## src/rtl/imem_loader_pkg.sv

```systemverilog
// ---------------------------------------------------------------------------
// imem_loader_pkg
//   Shared definitions for the instruction-memory loader: the FSM state
//   encoding and the framing constants of the byte stream (two length bytes,
//   four payload bytes per 32-bit instruction word).
// ---------------------------------------------------------------------------
package imem_loader_pkg;

  // Framing of the incoming byte stream
  localparam int LEN_BYTES      = 2;
  localparam int BYTES_PER_WORD = 4;

  // Derived widths used by the loader datapath
  localparam int LEN_W  = 8 * LEN_BYTES;
  localparam int WORD_W = 8 * BYTES_PER_WORD;
  localparam int BCNT_W = $clog2(BYTES_PER_WORD);

  // Loader FSM states, in the order a successful frame walks through them
  typedef enum logic [2:0] {
    IDLE,
    LEN0,
    LEN1,
    DATA,
    CSUM,
    DONE,
    ERR
  } loader_state_e;

endpackage

```

## src/rtl/imem_loader.sv

```systemverilog
// ---------------------------------------------------------------------------
// imem_loader
//   Streams a program image into instruction memory and then releases the
//   core. Frame format on the byte stream:
//     word count N (16 bit, low byte first), 4*N payload bytes (each word
//     little-endian), one checksum byte.
//   Word k is written at BASE_ADDR+k (modulo 2^ADDR_W). Frames with
//   N > 2^ADDR_W are rejected before any write.
//
// Configuration macro:
//   IMEM_LOADER_CSUM_EN  when defined, the checksum byte must equal the
//                        modulo-256 sum of all length and payload bytes,
//                        otherwise the load ends in ERR. When undefined the
//                        checksum byte is consumed and ignored.
//
// Parameters:
//   ADDR_W     instruction-memory word-address width (depth 2^ADDR_W)
//   BASE_ADDR  word address of the first instruction written
//
// Ports:
//   clk         single clock, rising edge
//   reset       synchronous, active-high reset
//   load_req    one-cycle request to restart a load from DONE or ERR
//   in_valid    a byte is present on in_data
//   in_data     stream byte
//   in_ready    loader accepts a byte this cycle
//   imem_we     instruction-memory write strobe (one cycle per word)
//   imem_addr   word address of the write
//   imem_wdata  instruction word being written
//   core_reset  holds the core in reset everywhere except DONE
//   start       one-cycle pulse, one cycle after DONE is entered
//   done        load completed successfully (level)
//   error       load aborted (level)
// ---------------------------------------------------------------------------
module imem_loader
  import imem_loader_pkg::*;
#(
  parameter int          ADDR_W    = 8,
  parameter int unsigned BASE_ADDR = 0
) (
  input  logic              clk,
  input  logic              reset,
  input  logic              load_req,
  input  logic              in_valid,
  input  logic [7:0]        in_data,
  output logic              in_ready,
  output logic              imem_we,
  output logic [ADDR_W-1:0] imem_addr,
  output logic [WORD_W-1:0] imem_wdata,
  output logic              core_reset,
  output logic              start,
  output logic              done,
  output logic              error
);

  localparam logic [ADDR_W-1:0] BASE      = ADDR_W'(BASE_ADDR);
  localparam longint unsigned   MAX_WORDS = 64'd1 << ADDR_W;

  loader_state_e state_q, state_d;

  logic              accept;
  logic              lastByteOfWord;
  logic              lastWord;
  logic              tooLong;
  logic              csumOk;
  logic [LEN_W-1:0]  lenFull;

  logic [7:0]        lenLo_q;
  logic [LEN_W-1:0]  wordsLeft_q;
  logic [BCNT_W-1:0] byteCnt_q;
  logic [WORD_W-9:0] partial_q;
  logic [ADDR_W-1:0] nextAddr_q;

  logic              imem_we_q;
  logic [ADDR_W-1:0] imem_addr_q;
  logic [WORD_W-1:0] imem_wdata_q;
  logic              startArm_q;
  logic              start_q;

`ifdef IMEM_LOADER_CSUM_EN
  logic [7:0]        csum_q;
`endif

  // A byte moves only when the producer offers it and we are in a
  // stream-consuming state; everything below keys off this handshake.
  assign accept         = in_valid && in_ready;
  assign lastByteOfWord = (byteCnt_q == BCNT_W'(BYTES_PER_WORD - 1));
  assign lastWord       = (wordsLeft_q == LEN_W'(1));

  // The full word count is only meaningful in the cycle the high length
  // byte is accepted, so it is built from the live byte and the stored low
  // byte. A frame larger than the memory is refused outright.
  assign lenFull = {in_data, lenLo_q};
  assign tooLong = (64'(lenFull) > MAX_WORDS);

  // The running sum already includes every length and payload byte by the
  // time the checksum byte arrives, so the comparison is a plain equality.
`ifdef IMEM_LOADER_CSUM_EN
  assign csumOk = (in_data == csum_q);
`else
  assign csumOk = 1'b1;
`endif

  // State register: reset wins over any request or stream activity.
  always_ff @(posedge clk) begin
    if (reset) begin
      state_q <= IDLE;
    end else begin
      state_q <= state_d;
    end
  end

  // Next-state logic. IDLE is only a one-cycle landing spot after reset;
  // load_req is honoured solely in the two terminal states.
  always_comb begin
    state_d = state_q;
    case (state_q)
      IDLE: begin
        state_d = LEN0;
      end
      LEN0: begin
        if (accept) begin
          state_d = LEN1;
        end
      end
      LEN1: begin
        if (accept) begin
          if (tooLong) begin
            state_d = ERR;
          end else if (lenFull == '0) begin
            state_d = CSUM;
          end else begin
            state_d = DATA;
          end
        end
      end
      DATA: begin
        if (accept && lastByteOfWord && lastWord) begin
          state_d = CSUM;
        end
      end
      CSUM: begin
        if (accept) begin
          state_d = csumOk ? DONE : ERR;
        end
      end
      DONE, ERR: begin
        if (load_req) begin
          state_d = LEN0;
        end
      end
      default: begin
        state_d = IDLE;
      end
    endcase
  end

  // Level outputs are pure functions of the current state, so done and the
  // release of core_reset coincide with entry into DONE.
  always_comb begin
    in_ready   = 1'b0;
    core_reset = 1'b1;
    done       = 1'b0;
    error      = 1'b0;
    case (state_q)
      LEN0, LEN1, DATA, CSUM: begin
        in_ready = 1'b1;
      end
      DONE: begin
        core_reset = 1'b0;
        done       = 1'b1;
      end
      ERR: begin
        error = 1'b1;
      end
      default: begin
        in_ready = 1'b0;
      end
    endcase
  end

  // Datapath: byte assembly, counters, checksum and the registered memory
  // write. Partial words live in partial_q and only advance on an accepted
  // byte, so stalls of any length leave them untouched. The write strobe is
  // registered, which places it exactly one cycle after the fourth byte.
  // start is armed on the cycle DONE is entered and fires one cycle later,
  // unless a restart has already moved the FSM out of DONE.
  always_ff @(posedge clk) begin
    if (reset) begin
      lenLo_q      <= '0;
      wordsLeft_q  <= '0;
      byteCnt_q    <= '0;
      partial_q    <= '0;
      nextAddr_q   <= BASE;
      imem_we_q    <= 1'b0;
      imem_addr_q  <= BASE;
      imem_wdata_q <= '0;
      startArm_q   <= 1'b0;
      start_q      <= 1'b0;
`ifdef IMEM_LOADER_CSUM_EN
      csum_q       <= '0;
`endif
    end else begin
      imem_we_q  <= 1'b0;
      startArm_q <= (state_q != DONE) && (state_d == DONE);
      start_q    <= startArm_q && (state_d == DONE);
      if (accept) begin
        case (state_q)
          LEN0: begin
            lenLo_q <= in_data;
`ifdef IMEM_LOADER_CSUM_EN
            csum_q  <= in_data;
`endif
          end
          LEN1: begin
            wordsLeft_q <= lenFull;
            byteCnt_q   <= '0;
            nextAddr_q  <= BASE;
`ifdef IMEM_LOADER_CSUM_EN
            csum_q      <= csum_q + in_data;
`endif
          end
          DATA: begin
            byteCnt_q <= byteCnt_q + BCNT_W'(1);
            partial_q <= {in_data, partial_q[WORD_W-9:8]};
`ifdef IMEM_LOADER_CSUM_EN
            csum_q    <= csum_q + in_data;
`endif
            if (lastByteOfWord) begin
              imem_we_q    <= 1'b1;
              imem_addr_q  <= nextAddr_q;
              imem_wdata_q <= {in_data, partial_q};
              nextAddr_q   <= nextAddr_q + ADDR_W'(1);
              wordsLeft_q  <= wordsLeft_q - LEN_W'(1);
            end
          end
          default: begin
            byteCnt_q <= byteCnt_q;
          end
        endcase
      end
    end
  end

  assign imem_we    = imem_we_q;
  assign imem_addr  = imem_addr_q;
  assign imem_wdata = imem_wdata_q;
  assign start      = start_q;

endmodule

```

## config.mk

```make
export PLATFORM = sky130hd
export DESIGN_NAME = imem_loader
export DESIGN_NICKNAME = d
export VERILOG_FILES = /design/src/rtl/imem_loader_pkg.sv /design/src/rtl/imem_loader.sv
export SDC_FILE = /design/constraint.sdc
export NUM_CORES = 1
export LEC_CHECK = 0
export CAP_MARGIN = 10
export CORE_ASPECT_RATIO = 0.75
export CORE_MARGIN = 2
export CORE_UTILIZATION = 59
export DETAILED_ROUTE_END_ITERATION = 16
export PLACE_DENSITY = 0.82
export SYNTH_ARGS = -nofsm -noshare
export SYNTH_HDL_FRONTEND = slang
export SYNTH_SLANG_ARGS = --single-unit
export TNS_END_PERCENT = 10
```

## constraint.sdc

```tcl
create_clock -name clk -period 4.9 [get_ports clk]
set_input_delay 0.735 -clock clk [delete_from_list [all_inputs] [get_ports clk]]
set_output_delay 0.735 -clock clk [all_outputs]
set_load 0.05 [all_outputs]
```

==> metrics.txt, run 1 <==
crit path DAT=3.72 ns; status=finished, final reports clean; top_reg_cell synth=dfxtp_1; RSZ-0062 raised after global routing=false; Post-CTS Resized=0; critical path's top delay family=simple AND/OR/NAND/NOR gates; Sw Pwr=613 uW; Slew HR=17.5%; setup ws final=1.50 ns; final critical-path required period=3.40 ns; # setup viols final=0; Worst Setup SP=in_valid; maximum clock frequency=294 MHz; crit path buf inv count=2; global-route wire length before repair=18100 um; sequential share of power=48.5%; Synth cell types=50; total track usage=28.6%; Worst-Skew Late Latency=0.38 ns; hold_buf cts=0; core area=0.00723 mm2; multi-input logic area=0.00209 mm2; Top Metal Used=met4; synthesis-stage register bit count=104; DR WL met3=951 um; max incr delay on CP=0.80 ns; Setup crit end kind=flip-flop; Final HPWL DP=7480 um; Cell Chain, Critical Path=clkdlybuf4s50_1, and4b_1, nand2_1, buf_4, nor3_1, o31a_1; largest area contributor in the netlist=dfxtp_1; area growth from synthesis to layout=18.4%; Yosys warnings=0; EDFF count, synth=0; mapped cell area=0.00435 mm2; share of cells above drive strength 1=5.05%; Net Sw Frac=31.6%; Worst-path clk slew=0.10 ns; Hold Path Class=flip-flop to flip-flop; Avg Cell Area, Syn=7.86 um2; startpoint types=primary input; Critical Path Fanout Max=25; final WL=11100 um; critical path class=primary input to flip-flop; area share of the largest cell type after synthesis=47.9%; clock skew=0.0113 ns; Core Util, Final=71.2%; final hold vios=0; sequential cell area fraction in the yosys report=47.9%; Syn Nets=569; CTS tree=yes; Routed wire per std cell=16.0 um; final hold slack=0.459 ns; Synth Instances=553; antenna viol nets, final=0; vias in the first global route=3743; GPL Wtd Cong=0.892; met2 WL post-DR=5140 um; Synth area leaders=dfxtp_1 48%, nand2_1 14%, a21oi_1 9.7%; total power=1940 uW; met1 WL=4940 um; Vias=4008; internal power=1330 uW; die area=0.00808 mm2; ys async rst share=0%; FILL cells=605; GRT overflow=0; postcts setup bufs=0; required time worst endpoint=5.22 ns; Post-Route Setup TNS=0 ns; max-cap violation count=0; initial drt markers=402; DR vias/cell=5.77; number of antenna violations at the first check in global routing=0; r2r endpoint=wordsLeft_q[9]; IO Port Bufs=57; clock power share=31.2%; RR Startpoint=state_q[1]; clk root buf=clkbuf_8; slowest CP cell=and4b_1; R2R setup slack=1.86 ns; Final Max Slew Viols=0; worst vdd ir=0.176 mV; Total Nets Final=605; Starting Density=60.1%; R2R depth=5; static leakage=0.00175 uW; Sink Count=104; CTS max path bufs=2; largest net degree at the start of global routing=64; power per cell area=376 mW/mm2; sequential cell area=0.00208 mm2; Die W=103 um; worst slew pin tran=1.23 ns; drt pass-1 iters=5; critical path depth in cells=6; I/O pin count=58; post-place setup slack=1.11 ns; Combinational Power Share=20.3%; Cell Rows=27; CTS buffer count=9; crit path capture=wordsLeft_q[9]; Die Y=78.3 um; crit share post-route=69.3%; H-tree depth=3; DRC violations left=0; ANT cells=0
registers in the layout, indices dropped and copies added, names as in the netlist, 2 cells and up:
signal / count
imem_addr: 8
wordsLeft_q: 16
partial_q: 24
state_q: 3
lenLo_q: 8
nextAddr_q: 8
byteCnt_q: 2
imem_wdata: 32
power groups by stage:
stage	Combinational, uW	Clock, uW	Sequential, uW
floorplan	312	0	925
global placement	378	0	954
detailed placement	386	0	957
CTS	388	610	937
global route	423	642	945
finish	393	605	941
Yosys cell counts, types with 2 or more instances:
cell type	n
xor2_1	3
and4_1	2
a22oi_1	3
xnor2_1	5
nor2_1	38
or4_1	2
ha_1	4
nand3_1	8
nor3_1	11
inv_1	5
nand3b_1	6
a31oi_1	5
nor4_1	7
dfxtp_1	104
buf_2	2
clkbuf_1	29
o211ai_1	4
o21ai_0	16
or3_1	2
buf_4	3
o31ai_1	3
nand2_1	160
a21oi_1	84
and3_1	5
and4b_1	2
a2bb2oi_1	2
nand4_1	3
mux2i_1	9
o31a_1	4
nor2b_1	2
area by class of cell:
cell class              count  area share [%]
well taps                 101            2.45
multi-input cells         407            40.6
clock buffers              10            2.67
inverters                   5           0.364
repair buffers             62            11.7
flip-flops and latches    104            40.4
clock inverters             6            1.77
placed cells by master, fill, tap and decap left out, types with 2 or more instances in the layout:
| cell type | count |
|---|---|
| clkbuf_8 | 10 |
| dfxtp_1 | 104 |
| nand2_1 | 160 |
| nand4_1 | 3 |
| a2bb2oi_1 | 2 |
| nor2_1 | 37 |
| or3_1 | 2 |
| a21oi_1 | 84 |
| a31oi_1 | 5 |
| and3_1 | 5 |
| clkdlybuf4s50_1 | 56 |
| nor3_1 | 11 |
| inv_1 | 5 |
| o31ai_1 | 3 |
| o21ai_0 | 15 |
| o211ai_1 | 4 |
| nand3_1 | 8 |
| a22oi_1 | 3 |
| and4b_1 | 2 |
| or4_1 | 2 |
| ha_1 | 4 |
| nand3b_1 | 6 |
| buf_4 | 5 |
| nor2b_1 | 2 |
| o31a_1 | 4 |
| bufinv_16 | 2 |
| and4_1 | 2 |
| xor2_1 | 3 |
| nor4_1 | 7 |
| mux2i_1 | 9 |
| xnor2_1 | 5 |
| clkinvlp_4 | 2 |
per-layer routing:
metal	global-route usage (%)	vias up
met5	0	-
met4	6.58	0
met3	8.19	11
met2	45.3	164
met1	38.9	1876
li1	-	1957
logic make-up (layout without fill, tap and decap cells):
group / Yosys count / after routing / share of synthesized area, %
muxes: 9 / 9 / 2.07
adders and majority gates: 4 / 4 / 1.15
DFF: 104 / 104 / 47.9
AOI/OAI and AO/OA: 129 / 129 / 16.8
xor gates and xnor gates: 8 / 8 / 1.61
buffers and inverters: 42 / 83 / 4.23
and+or+nand+nor: 257 / 257 / 26.3
how the worst min path moves through the flow:
stage,endpoint,cells past startpoint,startpoint,slack [ns]
floorplan,imem_wdata[0],2,partial_q[0],0.43
global placement,imem_wdata[5],2,partial_q[5],0.44
detailed placement,imem_wdata[0],2,imem_wdata[0],0.45
CTS,imem_wdata[0],2,imem_wdata[0],0.46
global route,imem_wdata[2],2,imem_wdata[2],0.49
finish,imem_wdata[0],2,imem_wdata[0],0.46
through the flow:
stage | cells | cell area [um2]
global route | 695 | 5150
floorplan | 553 | 4350
CTS | 695 | 5150
global placement | 679 | 4920
detailed placement | 679 | 4920
finish | 695 | 5150
worst register-to-register path, stage by stage (launching register included):
cell and delay [ns]:
dfxtp_1 0.67, and4b_1 0.83, nand2_1 0.67, buf_4 0.44, nor3_1 0.22, o31a_1 0.16
Note: power is estimated with default switching activity, not from simulation.
==> inputs of run 2 (changes only) <==
--- a/config.mk
+++ b/config.mk
@@ -8,9 +8,9 @@
 export CAP_MARGIN = 10
 export CORE_ASPECT_RATIO = 0.75
 export CORE_MARGIN = 2
-export CORE_UTILIZATION = 59
+export CORE_UTILIZATION = 49
 export DETAILED_ROUTE_END_ITERATION = 16
-export PLACE_DENSITY = 0.82
+export PLACE_DENSITY = 0.72
 export SYNTH_ARGS = -nofsm -noshare
 export SYNTH_HDL_FRONTEND = slang
 export SYNTH_SLANG_ARGS = --single-unit
==> constraint.sdc (replaced) <==
create_clock -name clk -period 2.76 [get_ports clk]
set_input_delay 0.414 -clock clk [delete_from_list [all_inputs] [get_ports clk]]
set_output_delay 0.414 -clock clk [all_outputs]
set_load 0.05 [all_outputs]
==> metrics.txt, run 2 (synthesis gave the netlist of run 1 again) <==
internal power=2660 uW; number of antenna violations at the first check in global routing=0; Sink Count=104; multi-input logic area=0.00209 mm2; CTS max path bufs=2; worst slew pin tran=0.671 ns; crit share post-route=92.0%; sequential cell area=0.00208 mm2; final hold slack=0.452 ns; commonest non-fill, non-tap cell in the layout=nand2_1; initial drt markers=315; placed insts=701; die area=0.00965 mm2; total track usage=24.7%; global-route wire length before repair=19000 um; clock skew=0.00935 ns; Post-CTS Resized=0; maximum clock frequency=394 MHz; largest net degree at the start of global routing=42; hold_buf cts=0; Net Sw Frac=29.8%; Cell Rows=29; GRT Max-Usage Layer=met1; core area=0.00853 mm2; Post-Route Setup TNS=0 ns; FILL cells=768; CTS tree=yes; DR vias/cell=5.71; Vias=4088; vias in the first global route=3701; # setup viols final=0; ANT cells=0; Starting Density=51.0%; IO Port Bufs=57; Hold Path Class=flip-flop to flip-flop; final hold vios=0; RSZ-0062 raised after global routing=false; worst vdd ir=0.567 mV; critical path class=flip-flop to output port; power per cell area=705 mW/mm2; H-tree depth=3; max-cap violation count=0; grt met3 use=7.07%; final critical-path required period=2.54 ns; sequential share of power=43.4%; postcts setup bufs=0; Routed wire per std cell=16.1 um; Slew HR=54.8%; final WL=11500 um; Total Nets Final=620; GPL Wtd Cong=0.899; max reg flops=32; post-route non-filler standard cell count=716; Sw Pwr=1130 uW; most frequent cells in the layout=160 x nand2_1, 104 x dfxtp_1, 84 x a21oi_1; I/O pin count=58; Final HPWL DP=7830 um; Die W=113 um; DRC violations left=0; crit path DAT=2.12 ns; met1 Usage GRT=35.8%; CTS buffer count=9; Final Max Slew Viols=0; Combinational Power Share=20.5%; drt pass-1 iters=5; Core Util, Final=63.0%; required time worst endpoint=2.35 ns; area growth from synthesis to layout=23.6%; clk root buf=clkbuf_16; Critical Path Fanout Max=14; antenna viol nets, final=0; Setup crit end kind=output port; clock power share=36.1%; startpoint types=flip-flop; share of cells above drive strength 1=7.24%; static leakage=0.00188 uW; met2 Usage GRT=35.3%; Die Y=85.6 um; GRT overflow=0; Worst-Skew Late Latency=0.35 ns; Worst-path clk slew=0.07 ns; status=finished, final reports clean
-- run 2: cell count changes in the layout (fill, tap and decap cells not counted), moves of 2 or more --
cell and delta:
buf_4 +14, clkbuf_16 +9, clkbuf_8 -9, clkinvlp_4 -2
-- run 2: power by group through the flow --
stage                     Sequential [uW]  Clock (uW)  Combinational [uW]
after floorplan                      1640           0                 554
after global placement               1670           0                 744
after detailed placement             1680           0                 758
after CTS                            1640        1380                 761
after global routing                 1660        1450                 840
final                                1640        1370                 776
-- run 2: path summary, 6_finish.rpt --
kind	startpoint	to	slack (ns)	cells after the start
max	state_q[0]	error	0.22	3
min	imem_wdata[4]	imem_wdata[4]	0.45	2
min reg2reg	imem_wdata[4]	imem_wdata[4]	0.45	2
max reg2reg	wordsLeft_q[0]	wordsLeft_q[10]	0.59	7
-- run 2: routing by layer --
layer / vias to the layer above / wire (um)
li1: 1989 / -
met1: 1920 / 5450
met2: 157 / 4890
met3: 22 / 944
met4: 0 / 238
met5: - / 0
-- run 2: worst max-delay path: stages, from the launching register on --
cell	delay (ns)
dfxtp_1	0.59
inv_1	0.25
and3_1	0.24
clkdlybuf4s50_1	0.69
-- run 2: metrics by stage --
step	cell area, um2	worst slack [ns]	power [uW]
after floorplan	4350	0.510	2200
after global placement	5050	0.373	2420
after detailed placement	5050	0.336	2430
after CTS	5370	0.211	3790
after global routing	5370	0.0727	3940
final	5370	0.221	3790
-- run 2: final cells by class --
type | count | area share, %
Multi-Input combinational cell | 407 | 38.9
Sequential cell | 104 | 38.8
Timing Repair Buffer | 77 | 13.6
Clock buffer | 10 | 4.45
Tap cell | 108 | 2.52
Clock inverter | 5 | 1.47
Inverter | 5 | 0.349
